File: config.mk
export PLATFORM = sky130hd
export DESIGN_NAME = data_bus_arbiter
export DESIGN_NICKNAME = d
export VERILOG_FILES = /design/src/rtl/data_bus_arbiter.sv
export SDC_FILE = /design/constraint.sdc
export NUM_CORES = 1
export LEC_CHECK = 0
export BUFFER_PORTS_ARGS = -buffer_cell sky130_fd_sc_hd__buf_2
export CAP_MARGIN = 20
export CORE_AREA = 2 2 110 112
export CTS_CLUSTER_DIAMETER = 150
export DETAILED_ROUTE_END_ITERATION = 8
export DIE_AREA = 0 0 112 114
export GPL_TIMING_DRIVEN = 0
export HOLD_SLACK_MARGIN = 0.12
export PLACE_DENSITY = 0.59
export SLEW_MARGIN = 20
export SYNTH_ARGS = -nofsm -noshare
export SYNTH_HDL_FRONTEND = slang
export SYNTH_SLANG_ARGS = --single-unit
export TNS_END_PERCENT = 1
File: constraint.sdc
create_clock -name clk_i -period 2.05 [get_ports clk_i]
set_input_delay 0.3075 -clock clk_i [delete_from_list [all_inputs] [get_ports clk_i]]
set_output_delay 0.3075 -clock clk_i [all_outputs]
set_load 0.005 [all_outputs]
File: src/rtl/data_bus_arbiter.sv
// Two-requester round-robin arbiter for the core data port (req/gnt/rvalid protocol).
// Requests lock until granted; responses are routed in order through an owner-ID FIFO.
module data_bus_arbiter #(
    parameter int AW              = 32,
    parameter int DW              = 32,
    parameter int MAX_OUTSTANDING = 2
) (
    input  logic                 clk_i,
    input  logic                 rst_i,
    input  logic [1:0]           m_req_i,
    input  logic [1:0]           m_we_i,
    input  logic [1:0][DW/8-1:0] m_be_i,
    input  logic [1:0][AW-1:0]   m_addr_i,
    input  logic [1:0][DW-1:0]   m_wdata_i,
    output logic [1:0]           m_gnt_o,
    output logic [1:0]           m_rvalid_o,
    output logic [DW-1:0]        m_rdata_o,
    output logic                 m_err_o,
    output logic                 data_req_o,
    output logic                 data_we_o,
    output logic [DW/8-1:0]      data_be_o,
    output logic [AW-1:0]        data_addr_o,
    output logic [DW-1:0]        data_wdata_o,
    input  logic                 data_gnt_i,
    input  logic                 data_rvalid_i,
    input  logic [DW-1:0]        data_rdata_i,
    input  logic                 data_err_i,
    output logic                 protocol_err_o
);

    localparam int PW = (MAX_OUTSTANDING > 1) ? $clog2(MAX_OUTSTANDING) : 1;
    localparam int CW = $clog2(MAX_OUTSTANDING + 1);

    logic                       rr_prio;   // requester favoured when both request
    logic                       locked;
    logic                       lock_id;
    logic                       sel;
    logic [MAX_OUTSTANDING-1:0] owner;
    logic [PW-1:0]              wr_ptr;
    logic [PW-1:0]              rd_ptr;
    logic [CW-1:0]              count;
    logic                       fifo_full;
    logic                       fifo_empty;
    logic                       push;
    logic                       pop;
    logic                       head_id;

    function automatic logic [PW-1:0] ptr_next(input logic [PW-1:0] p);
        return (p == PW'(MAX_OUTSTANDING - 1)) ? '0 : p + 1'b1;
    endfunction

    always_comb begin
        sel = 1'b0;
        if (locked)
            sel = lock_id;
        else if (&m_req_i)
            sel = rr_prio;
        else if (m_req_i[1])
            sel = 1'b1;
    end

    assign fifo_full  = (count == CW'(MAX_OUTSTANDING));
    assign fifo_empty = (count == '0);
    assign head_id    = owner[rd_ptr];

    // A full FIFO blocks the request even when a pop lands in the same cycle.
    assign data_req_o   = !rst_i & m_req_i[sel] & !fifo_full;
    assign data_we_o    = m_we_i[sel];
    assign data_be_o    = m_be_i[sel];
    assign data_addr_o  = m_addr_i[sel];
    assign data_wdata_o = m_wdata_i[sel];

    assign push = data_req_o & data_gnt_i;
    assign pop  = data_rvalid_i & !fifo_empty;

    assign m_rdata_o = data_rdata_i;
    assign m_err_o   = data_err_i;

    always_comb begin
        m_gnt_o              = '0;
        m_gnt_o[sel]         = push;
        m_rvalid_o           = '0;
        m_rvalid_o[head_id]  = pop & !rst_i;
    end

    always_ff @(posedge clk_i or posedge rst_i) begin
        if (rst_i) begin
            rr_prio        <= 1'b0;
            locked         <= 1'b0;
            lock_id        <= 1'b0;
            owner          <= '0;
            wr_ptr         <= '0;
            rd_ptr         <= '0;
            count          <= '0;
            protocol_err_o <= 1'b0;
        end else begin
            if (data_gnt_i) begin
                locked <= 1'b0;
            end else if (data_req_o) begin
                locked  <= 1'b1;
                lock_id <= sel;
            end

            if (push) begin
                rr_prio       <= ~sel;
                owner[wr_ptr] <= sel;
                wr_ptr        <= ptr_next(wr_ptr);
            end

            if (pop)
                rd_ptr <= ptr_next(rd_ptr);

            if (push && !pop)
                count <= count + CW'(1);
            else if (pop && !push)
                count <= count - CW'(1);

            if (data_rvalid_i && fifo_empty)
                protocol_err_o <= 1'b1;
        end
    end

endmodule

Word-level counts from Yosys, hierarchy flattened

Index checks and enable logic that the tools add are counted.
W data, S select, Z words.

Word-level logic and storage cells: 73
Flip-flop bits (word level): 10
Output and inout bits: 108

Bitwise gates (word level): 9
Add/sub/neg operators: 4
Mux-type cells: 28
Eq/ne operators: 1
Reductions and logical operators: 16
$lt $le $gt $ge: 7

Operators with widths:

| operator              | number |
|---|---|
| $mux W32              | 4 |
| $mux W1               | 16 |
| $lt A1 B2 Y1 const B  | 4 |
| $mux W4               | 2 |
| $logic_and A1 B1 Y1   | 6 |
| $and A1 B1 Y1         | 5 |
| $logic_not A1 Y1      | 5 |
| $and A2 B2 Y2         | 2 |
| $mux W2               | 2 |
| $reduce_and A2 Y1     | 2 |
| $reduce_bool A2 Y1    | 2 |
| $demux W1 S1          | 3 |
| $ge A1 B1 Y1 const B  | 3 |
| $add A1 B1 Y1 const B | 2 |
| $add A2 B1 Y2 const B | 1 |
| $bwmux W2             | 1 |
| $eq A2 B2 Y1 const B  | 1 |
| $logic_not A2 Y1      | 1 |
| $not A1 Y1            | 2 |
| $sub A2 B1 Y2 const B | 1 |

Depth between registers and ports, before layout

Gate-level depths: netlist of run 1.

Depth in word-level cells: 12
Mapped depth: 7
Mapped depth without buffers: 7

Worst setup path after synthesis of run 1

Ideal clock, no wire load.

Path type: in2reg
Start point: input port rst_i
End point: register count[1]
Setup time: 125 ps
Cell stages on the path: 7
Arrival time: 1591 ps
Slack: 334 ps
Required time: 1925 ps
Cells stage by stage: inv_1 > and4_1 > nor2b_1 > ha_1 > xor2_1 > nor2_1 > xor2_1

Cells in the longest elaborated chain, start to end: 7
Elaborated cells between the ends (all ways): 9
Those cells by class: 1 x mux; 3 x bitwise; 5 x reduce/logical

Ends and longest elaborated chain:

| element                             | line | text |
|---|---|---|
| from (decl)                         | 9    | `input logic rst_i,` |
| $logic_not A1 Y1 (no source line) * | n/a  |  |
| $and A1 B1 Y1 * (2 in a row)        | 67   | `assign data_req_o = !rst_i & m_req_i[sel] & !fifo_full;` |
| $and A1 B1 Y1 *                     | 73   | `assign push = data_req_o & data_gnt_i;` |
| named net push                      | 44   | `logic push;` |
| $logic_not A1 Y1                    | 115  | `else if (pop && !push)` |
| $logic_and A1 B1 Y1                 | 115  |  |
| $reduce_bool A2 Y1 (no source line) | n/a  |  |
| to (signal assigned)                | 114  | `count <= count + CW'(1);` |
| to (signal assigned)                | 116  | `count <= count - CW'(1);` |
| to (decl)                           | 41   | `logic [CW-1:0] count;` |

Mark *: on every way through the listed nets, which the timed path passes. The rest lies on a longest branch.
A chain may end at the register's enable or synchronous reset.

Final worst setup path of run 1

Start point: register rr_prio
End point: output port data_addr_o[1]

Cells in the longest elaborated chain, start to end: 4

Ends and longest elaborated chain:

| element                                     | line | text |
|---|---|---|
| from (decl)                                 | 34   | `logic rr_prio;` |
| from (signal assigned)                      | 105  | `rr_prio <= ~sel;` |
| $mux W1                                     | 56   | `else if (&m_req_i)` |
| $mux W1                                     | 54   | `if (locked)` |
| $mux W32 (implied by the code) (2 in a row) | 70   | `assign data_addr_o = m_addr_i[sel];` |
| to (decl)                                   | 22   | `output logic [AW-1:0] data_addr_o,` |

No other way between the ends. The select of a mux whose other input is x is not followed.

==> results of run 1 <==
-- flip-flops by register name, indices dropped and copies added, names as in the netlist --
register        flops
count               2
owner               2
lock_id             1
locked              1
protocol_err_o      1
rd_ptr              1
rr_prio             1
wr_ptr              1
-- final cells by class --
type	instances	area (µm²)	share of cell area
multi-input combinational	106	1160	0.330
clock buffer	4	88.8	0.0253
buffer	40	362	0.103
tap	147	184	0.0524
sequential	10	251	0.0717
inverter	2	7.51	0.00214
timing repair buffer	255	1460	0.415
-- layout by cell type (no fill, tap or decap), types with 2 or more instances in the layout --
cell type  instances
clkbuf_16          3
inv_1              2
buf_2            227
nor2_1             5
mux2_2            34
xor2_1             2
o21ai_0            2
xnor2_1            3
buf_12             5
nand3_1            3
buf_4             35
buf_6             26
a22o_1             2
dfrtp_1            9
nand2b_1           2
mux2_1             6
mux2_4            29
-- power by group --
part           internal, mW  switching, mW
sequential            0.285         0.0798
combinational          1.16          0.726
clock                 0.294         0.0932
-- layer usage --
| layer | share of wire | wire length (µm) |
|---|---|---|
| met5 | 0 | 0 |
| met4 | 0.0012 | 10 |
| met3 | 0.058 | 501 |
| met2 | 0.52 | 4480 |
| met1 | 0.42 | 3680 |
-- how the worst max path moves through the flow --
stage	from	to	slack (ns)
after floorplan	rst_i	count[1]	0.33
after global placement	m_req_i[0]	data_wdata_o[2]	-0.07
after detailed placement	m_req_i[0]	data_wdata_o[2]	-0.08
after CTS	rr_prio	data_wdata_o[4]	-0.03
after global routing	rr_prio	data_wdata_o[4]	-0.07
final	rr_prio	data_addr_o[1]	0.003
-- metrics by stage --
stage	setup TNS, ns	setup slack [ns]	hold WS (ns)	cells
2_1_floorplan	0	0.334	0.169	158
3_3_place_gp	-0.338	-0.0660	0.336	556
3_5_place_dp	-0.575	-0.0787	0.359	556
4_1_cts	-0.288	-0.0335	0.254	564
5_1_grt	-2.22	-0.0683	0.257	564
6_report	0	0.00259	0.256	564
-- logic make-up after synthesis --
kind of cell	after synthesis
AO/OA/AOI/OAI	10
adder cells (fa/ha/maj)	1
XOR/XNOR	5
AND/OR/NAND/NOR	20
multiplexers	70
flip-flops	10
buffers and inverters	42
-- worst max-delay path, cell delays in order, from the launching register on --
cell	delay (ns)
dfrtp_1	0.37
nand2b_4	0.15
a22oi_4	0.20
buf_12	0.17
buf_6	0.14
mux2_2	0.35
buf_2	0.13
-- timing repair --
item	4_1_cts	5_1_grt
endpoints found under the setup margin	69	68
pin swaps	1	0
hold buffers	1	0
buffers inserted	3	0
gates resized for setup	22	50
hold endpoints to repair	10	0
==> results_dict.tcl, run 1 <==
set metrics [dict create \
    status "finished, final reports clean" \
    ys_top_cells_by_area "mux2_2, buf_4, dfrtp_1, mux2_1, xnor2_1" \
    yosysMostFrequentCell "mux2_2" \
    ys_ff_latch 10 \
    drtIter0Drc 77 \
    power.total_mw 2.64 \
    maxCapViolations 0 \
    p_per_area_mw_per_mm2 753 \
    synth-xor-area-share 0.0274 \
    initial_core_util 0.136 \
    grt_busiest_layer "met2" \
    slew_headroom 0.630 \
    min_period_ns 2.05 \
    grtUsageMet2 0.206 \
    root_buffer "clkbuf_16" \
    cp_data_required_time_ns 1.74 \
    syn-num-nets 336 \
    synthMuxAreaShare 0.493 \
    antenna_found_initial 0 \
    gr-total-overflow 0 \
    drcViolationCount 0 \
    grt_pass1_wl_um 11700 \
    dpl.hpwl_um 7380 \
    synth_cells 158 \
    post-route-util 0.299 \
    critical_path_arrival_ns 1.74 \
    diodes 0 \
    ys_seq_area_frac 0.157 \
    insertion_delay_ns 0.24 \
    fill_cells 1243 \
    design.die.area_mm2 0.0128 \
    io_buffer_count 251 \
    die_w_um 112 \
    clk_path_buf_depth 2 \
    num-nets-final 596 \
    drive_above_1_share 0.878 \
    coreArea_mm2 0.0117 \
    hold_path_end "locked" \
    drtAntennaViolNets 0 \
    synthTopCellsByCount "mux2_2, buf_4, dfrtp_1" \
    drt-total-wl_um 8680 \
    synth_compound_area_frac 0.0517 \
    cts.sinks 10 \
    worstSetupEndpointType "output pin" \
    die_h_um 114 \
    track_usage 0.118 \
    synth-edff-count 0 \
    dr.pass1.iters 4 \
    routedWlPerCell_um 15.4 \
    use_met3 0.0181 \
    cts-buffers-inserted 3 \
    min_from "data_gnt_i" \
    io_pins 285 \
    synth_top_area_share 0.444 \
    crit_fanout 10 \
    holdPathStages 2 \
    grt_max_degree 11 \
    grt_pass1_vias 2123 \
    r2r_cells 8 \
    yosysWarnings 0 \
    grt_util_met1 0.160 \
    finClkSkew_ns 0.00233 \
    synthFlopType "dfrtp_1" \
    max_freq_mhz 488 \
    rsz0062_at_grt "true" \
    async_flop_share 1.00 \
    gp_congestion 0.817 \
    routed_via_density 3.86 \
    hold_viol 0 \
    rows 40 \
    regToRegSetupSlack_ns 0.17 \
    yosys.area.top_type "mux2_2" \
    syn_to_final_growth_pct 119 \
    design_area_mm2 0.00351 \
    crit-reg2reg-launch "locked" \
    setup_viol 0 \
    h-tree-depth 1 \
    fin_crit_sh 0.999 \
    cts_tree "done" \
    timing.rr.end "count[1]" \
    worst_slew_pin_slew_ns 0.549 \
    start_kind "flop" \
    critPathKind "flop to output pin" \
    drv_slew 0 \
    vias 2177 \
    ys_types 28 \
    p_leak_nw 1.98 \
    hold_path.class "input pin to flop" \
    syn_area_mm2 0.00160 \
    path_clk_slew_ns 0.04 \
    synth_fa_ha_area_frac 0.00783 \
    avgSynthCellArea_um2 10.1 \
    vdd_drop_max_mv 0.658 \
    postPlaceCellArea_mm2 0.00304 \
    yosys.area_share.simple 0.0713 \
    synth_top_family_by_area "multiplexers" \
]
Note: power is estimated with default switching activity, not from simulation.
==> inputs of run 2 (changes only) <==
- CORE_AREA: 2 2 110 112 -> 2 2 109 111
- DIE_AREA: 0 0 112 114 -> 0 0 111 113
- PLACE_DENSITY: 0.59 -> 0.6
- clock period: 2.05 -> 2.5 ns (I/O delays scaled with it)
==> results_dict.tcl, run 2 (synthesis results as in run 1) <==
set metrics [dict create \
    layout_setup_ws_ns 0.156 \
    post-route-util 0.276 \
    drive_above_1_share 0.871 \
    syn_to_final_growth_pct 94.5 \
    status "finished, final reports clean" \
    tns_ns 0 \
    drv_slew 0 \
    hold_ws_ns 0.177 \
    drtIter0Drc 37 \
    p_sw_frac 0.357 \
    path_clk_slew_ns 0.04 \
    cts_tree "done" \
    mostFrequentLayoutCells "buf_2, mux2_2, buf_4" \
    drtAntennaViolNets 0 \
    power.total_mw 1.77 \
    max_freq_mhz 427 \
    drt-total-wl_um 7150 \
    track_usage 0.100 \
    p_leak_nw 1.73 \
    setup_viol 0 \
    dpl.hpwl_um 6450 \
    gp_congestion 0.763 \
    comb_power_share 0.675 \
    slew_headroom 0.650 \
    reg.largest.list "count x2, owner x2" \
    rsz0062_at_grt "false" \
    cp_data_required_time_ns 2.12 \
    h-tree-depth 1 \
    root_buffer "clkbuf_16" \
    maxCapViolations 0 \
    dr.pass1.iters 4 \
    cts_resized 0 \
    finClkSkew_ns 0.000595 \
    start_kind "flop" \
    netSwitchingPower_mw 0.631 \
    die_h_um 113 \
    grt_pass1_wl_um 10500 \
    gr-total-overflow 0 \
    regToRegSetupSlack_ns 0.64 \
    clkPwrFrac 0.155 \
    critical_path_arrival_ns 1.97 \
    antenna_found_initial 0 \
    min_period_ns 2.34 \
    fin_crit_sh 0.938 \
    vias 2098 \
    post_cts_buffers 0 \
    die_w_um 111 \
    regArea_um2 250 \
    p_seq_frac 0.171 \
    routed_via_density 3.78 \
    vdd_drop_max_mv 0.491 \
    io_pins 285 \
    diodes 0 \
    crit_fanout 10 \
    hold_buffers 0 \
    internal_power_mw 1.14 \
    routedWlPerCell_um 12.9 \
    p_per_area_mw_per_mm2 569 \
    critPathKind "flop to output pin" \
    final_common_cell "buf_2" \
    cts.sinks 10 \
    io_buffer_count 251 \
    design.die.area_mm2 0.0125 \
    grt_max_degree 14 \
    insertion_delay_ns 0.23 \
    clk_path_buf_depth 2 \
    coreArea_mm2 0.0113 \
    hold_path.class "input pin to async pin" \
    initial_core_util 0.142 \
    worstSetupEndpointType "output pin" \
    dp_slack_ns 0.236 \
    hold_viol 0 \
    multiInputGateArea_mm2 0.00104 \
    grt_pass1_vias 2152 \
    fill_cells 1203 \
    cts-buffers-inserted 3 \
    worst_slew_pin_slew_ns 0.519 \
    num-nets-final 592 \
    drcViolationCount 0 \
    rows 39 \
]
## run 2: area by class of cell
| cell class | instances | share of cell area |
|---|---|---|
| sequential | 10 | 0.0805 |
| tap | 143 | 0.0576 |
| clock buffer | 3 | 0.0242 |
| multi-input combinational | 106 | 0.335 |
| timing repair buffer | 251 | 0.404 |
| inverter | 2 | 0.00242 |
| buffer | 40 | 0.0966 |
## run 2: worst paths after layout
path                                     start               to  cells past startpoint
worst max-delay path                   rr_prio  data_wdata_o[3]                      5
worst min-delay path                     rst_i          rr_prio                      2
worst max register to register        count[0]         count[1]                      7
worst min register to register  protocol_err_o   protocol_err_o                      1
max in group asynchronous                rst_i         count[1]                      2
min in group clk_i               data_rvalid_i   protocol_err_o                      2
## run 2: power groups by stage
stage | Clock [mW] | Sequential [mW] | Combinational (mW)
after floorplan | 0 | 0.286 | 0.718
after global placement | 0 | 0.295 | 1.19
after detailed placement | 0 | 0.303 | 1.20
after CTS | 0.279 | 0.302 | 1.21
after global routing | 0.289 | 0.312 | 1.30
final | 0.273 | 0.302 | 1.19
## run 2: worst max-delay path: stages (launching register included)
cell,delay [ns]
dfrtp_1,0.37
nand2b_1,0.17
a22oi_4,0.38
buf_4,0.29
mux2_1,0.38
buf_2,0.14
## run 2: per-layer routing
metal	global-route usage	wire, µm	vias up
met5	0	0	-
met1	0.125	2880	953
met2	0.189	3810	103
met3	0.0145	450	2
li1	-	-	1040
met4	0.0108	13	0
## run 2: metrics by stage
stage / instances / cell area (µm²)
6_report: 555 / 3110
5_1_grt: 555 / 3110
4_1_cts: 555 / 3110
3_5_place_dp: 552 / 3030
3_3_place_gp: 552 / 3030
2_1_floorplan: 158 / 1600
==> inputs of run 3 (changes only) <==
- ABC_AREA: unset -> 1
- CORE_AREA: 2 2 109 111 -> 2 2 111 113
- DIE_AREA: 0 0 111 113 -> 0 0 113 115
==> results_dict.tcl, run 3 <==
set metrics [dict create \
    final_common_cell "buf_2" \
    insertion_delay_ns 0.23 \
    cpPeakStageDelay_ns 0.35 \
    routedWlPerCell_um 10.3 \
    finClkSkew_ns 0.00202 \
    syn-num-nets 496 \
    gp_congestion 0.722 \
    synth_cells 318 \
    fin_crit_sh 0.783 \
    regToRegSetupSlack_ns 0.72 \
    cp_data_required_time_ns 2.12 \
    post_cts_buffers 0 \
    synthTopCellsByCount "nand2_1, buf_4, dfrtp_1" \
    yosysWarnings 0 \
    crit_fanout 10 \
    ys_top_cells_by_area "nand2_1, dfrtp_1, buf_4, buf_6, buf_2" \
    slew_headroom 0.726 \
    status "complete, but fails checks" \
    cts-buffers-inserted 3 \
    path_clk_slew_ns 0.04 \
    grt_pass1_wl_um 10400 \
    yosysMostFrequentCell "nand2_1" \
    timing.rr.end "count[1]" \
    fill_cells 1358 \
    power.total_mw 1.96 \
    multiInputGateArea_mm2 0.00103 \
    async_flop_share 1.00 \
    hold_viol 0 \
    critPathKind "flop to output pin" \
    p_sw_frac 0.445 \
    ys_ff_latch 10 \
    grt_max_degree 12 \
    diodes 0 \
    startpoint "rr_prio" \
    cts_resized 0 \
    num-nets-final 752 \
    cp.depth 9 \
    track_usage 0.0983 \
    ys_seq_area_frac 0.147 \
    gr-total-overflow 0 \
    drcViolationCount 20 \
    dpl.hpwl_um 6490 \
    io_pins 285 \
    mostFrequentLayoutCells "buf_2, nand2_1, buf_4" \
    syn_area_mm2 0.00170 \
    maxCapViolations 0 \
    netSwitchingPower_mw 0.870 \
    min_period_ns 1.96 \
    crit_chain "clkinv_1 -> nand2_1 -> nand2_1 -> nand2_4 -> inv_6 -> buf_6 -> nand2_1 -> nand2_1 -> buf_2" \
    dr.pass1.iters 7 \
    grt_pass1_vias 2247 \
    drive_above_1_share 0.547 \
    drtAntennaViolNets 0 \
    cts_tree "done" \
    crit_path_end "data_addr_o[18]" \
    drt-total-wl_um 7440 \
    worst_slew_pin_slew_ns 0.411 \
    die_w_um 113 \
    antenna_found_initial 0 \
    cpMaxStageDelayCell "dfrtp_1" \
    synth_top_area_share 0.491 \
    synthFlopType "dfrtp_1" \
    clkPwrFrac 0.141 \
    regArea_um2 250 \
    worst-path-buf-inv 4 \
    cp_top_family "buffers and inverters" \
    vias 2684 \
    critical_path_arrival_ns 1.58 \
    worstSetupEndpointType "output pin" \
    layout_setup_ws_ns 0.542 \
    clk_path_buf_depth 2 \
    rsz0062_at_grt "false" \
    cpMostUsedCell "nand2_1" \
    reg.largest.list "count x2, owner x2" \
    synth-edff-count 0 \
    coreArea_mm2 0.0118 \
    p_per_area_mw_per_mm2 609 \
    die_h_um 115 \
    drv_slew 0 \
    yosys.area.top_type "nand2_1" \
    rows 40 \
    hold_buffers 0 \
    setup_viol 0 \
    io_buffer_count 251 \
    max_freq_mhz 511 \
    tns_ns 0 \
    initial_core_util 0.144 \
    h-tree-depth 1 \
    internal_power_mw 1.09 \
    ys_types 29 \
    r2r_cells 9 \
    violations "DRC" \
    start_kind "flop" \
    crit-reg2reg-launch "locked" \
    vdd_drop_max_mv 0.326 \
    avgSynthCellArea_um2 5.34 \
    p_leak_nw 2.16 \
    dp_slack_ns 0.355 \
    cts.sinks 10 \
    p_seq_frac 0.142 \
    hold_path.class "input pin to async pin" \
    root_buffer "clkbuf_16" \
    design.die.area_mm2 0.0130 \
    syn_to_final_growth_pct 89.3 \
    drtIter0Drc 74 \
    comb_power_share 0.717 \
    routed_via_density 3.73 \
]
run 3: logic make-up (layout without fill, tap and decap cells):
group                    count (synthesis)  count (layout)  share of synthesized area
buffers and inverters                   59             313                      0.243
XOR/XNOR                                 3               3                     0.0155
AO/OA/AOI/OAI                            7               7                     0.0251
multiplexers                             1               1                    0.00590
AND/OR/NAND/NOR                        237             237                      0.556
flip-flops                              10              10                      0.147
adder cells (fa/ha/maj)                  1               1                    0.00737
run 3: worst min-delay path by stage:
stage	slack (ns)	cells past startpoint	end
after floorplan	0.22	1	count[0]
after global placement	0.41	2	protocol_err_o
after detailed placement	0.41	2	protocol_err_o
after CTS	0.16	2	protocol_err_o
after global routing	0.20	2	count[0]
final	0.14	2	protocol_err_o
run 3: worst register-to-register path, delay by kind of cell, from the launching register on:
| family | cells | cell delay (ns) |
|---|---|---|
| flip-flops | 1 | 0.39 |
| buffers and inverters | 1 | 0.10 |
| adder cells (fa/ha/maj) | 1 | 0.25 |
| XOR/XNOR | 1 | 0.15 |
| AND/OR/NAND/NOR | 4 | 0.56 |
| AO/OA/AOI/OAI | 2 | 0.21 |
run 3: metrics by stage:
step / cell area [µm²] / utilization / hold slack (ns) / std cells
2_1_floorplan: 1700 / - / 0.223 / 318
3_3_place_gp: 3140 / 0.266 / 0.408 / 716
3_5_place_dp: 3140 / 0.266 / 0.408 / 716
4_1_cts: 3210 / 0.272 / 0.161 / 719
5_1_grt: 3210 / 0.272 / 0.195 / 719
6_report: 3210 / 0.272 / 0.143 / 719
run 3: power by group through the flow:
stage / registers, mW / clock network, mW / logic, mW
after floorplan: 0.271 / 0 / 0.814
after global placement: 0.279 / 0 / 1.43
after detailed placement: 0.281 / 0 / 1.43
after CTS: 0.278 / 0.282 / 1.44
after global routing: 0.287 / 0.295 / 1.59
final: 0.279 / 0.276 / 1.40
run 3: layer usage:
| metal | track usage | share of wire | wire, µm |
|---|---|---|---|
| met1 | 0.115 | 0.38 | 2820 |
| met2 | 0.190 | 0.51 | 3760 |
| met3 | 0.0211 | 0.11 | 816 |
| met4 | 0.00894 | 0.0052 | 39 |
| met5 | 0 | 0 | 0 |
run 3: final cells by class:
cell class                      count  area share
Buffer                             47       0.113
Inverter                           12      0.0156
Tap cell                          147      0.0573
Multi-Input combinational cell    249       0.322
Clock buffer                        3      0.0234
Timing Repair Buffer              251       0.391
Sequential cell                    10      0.0779
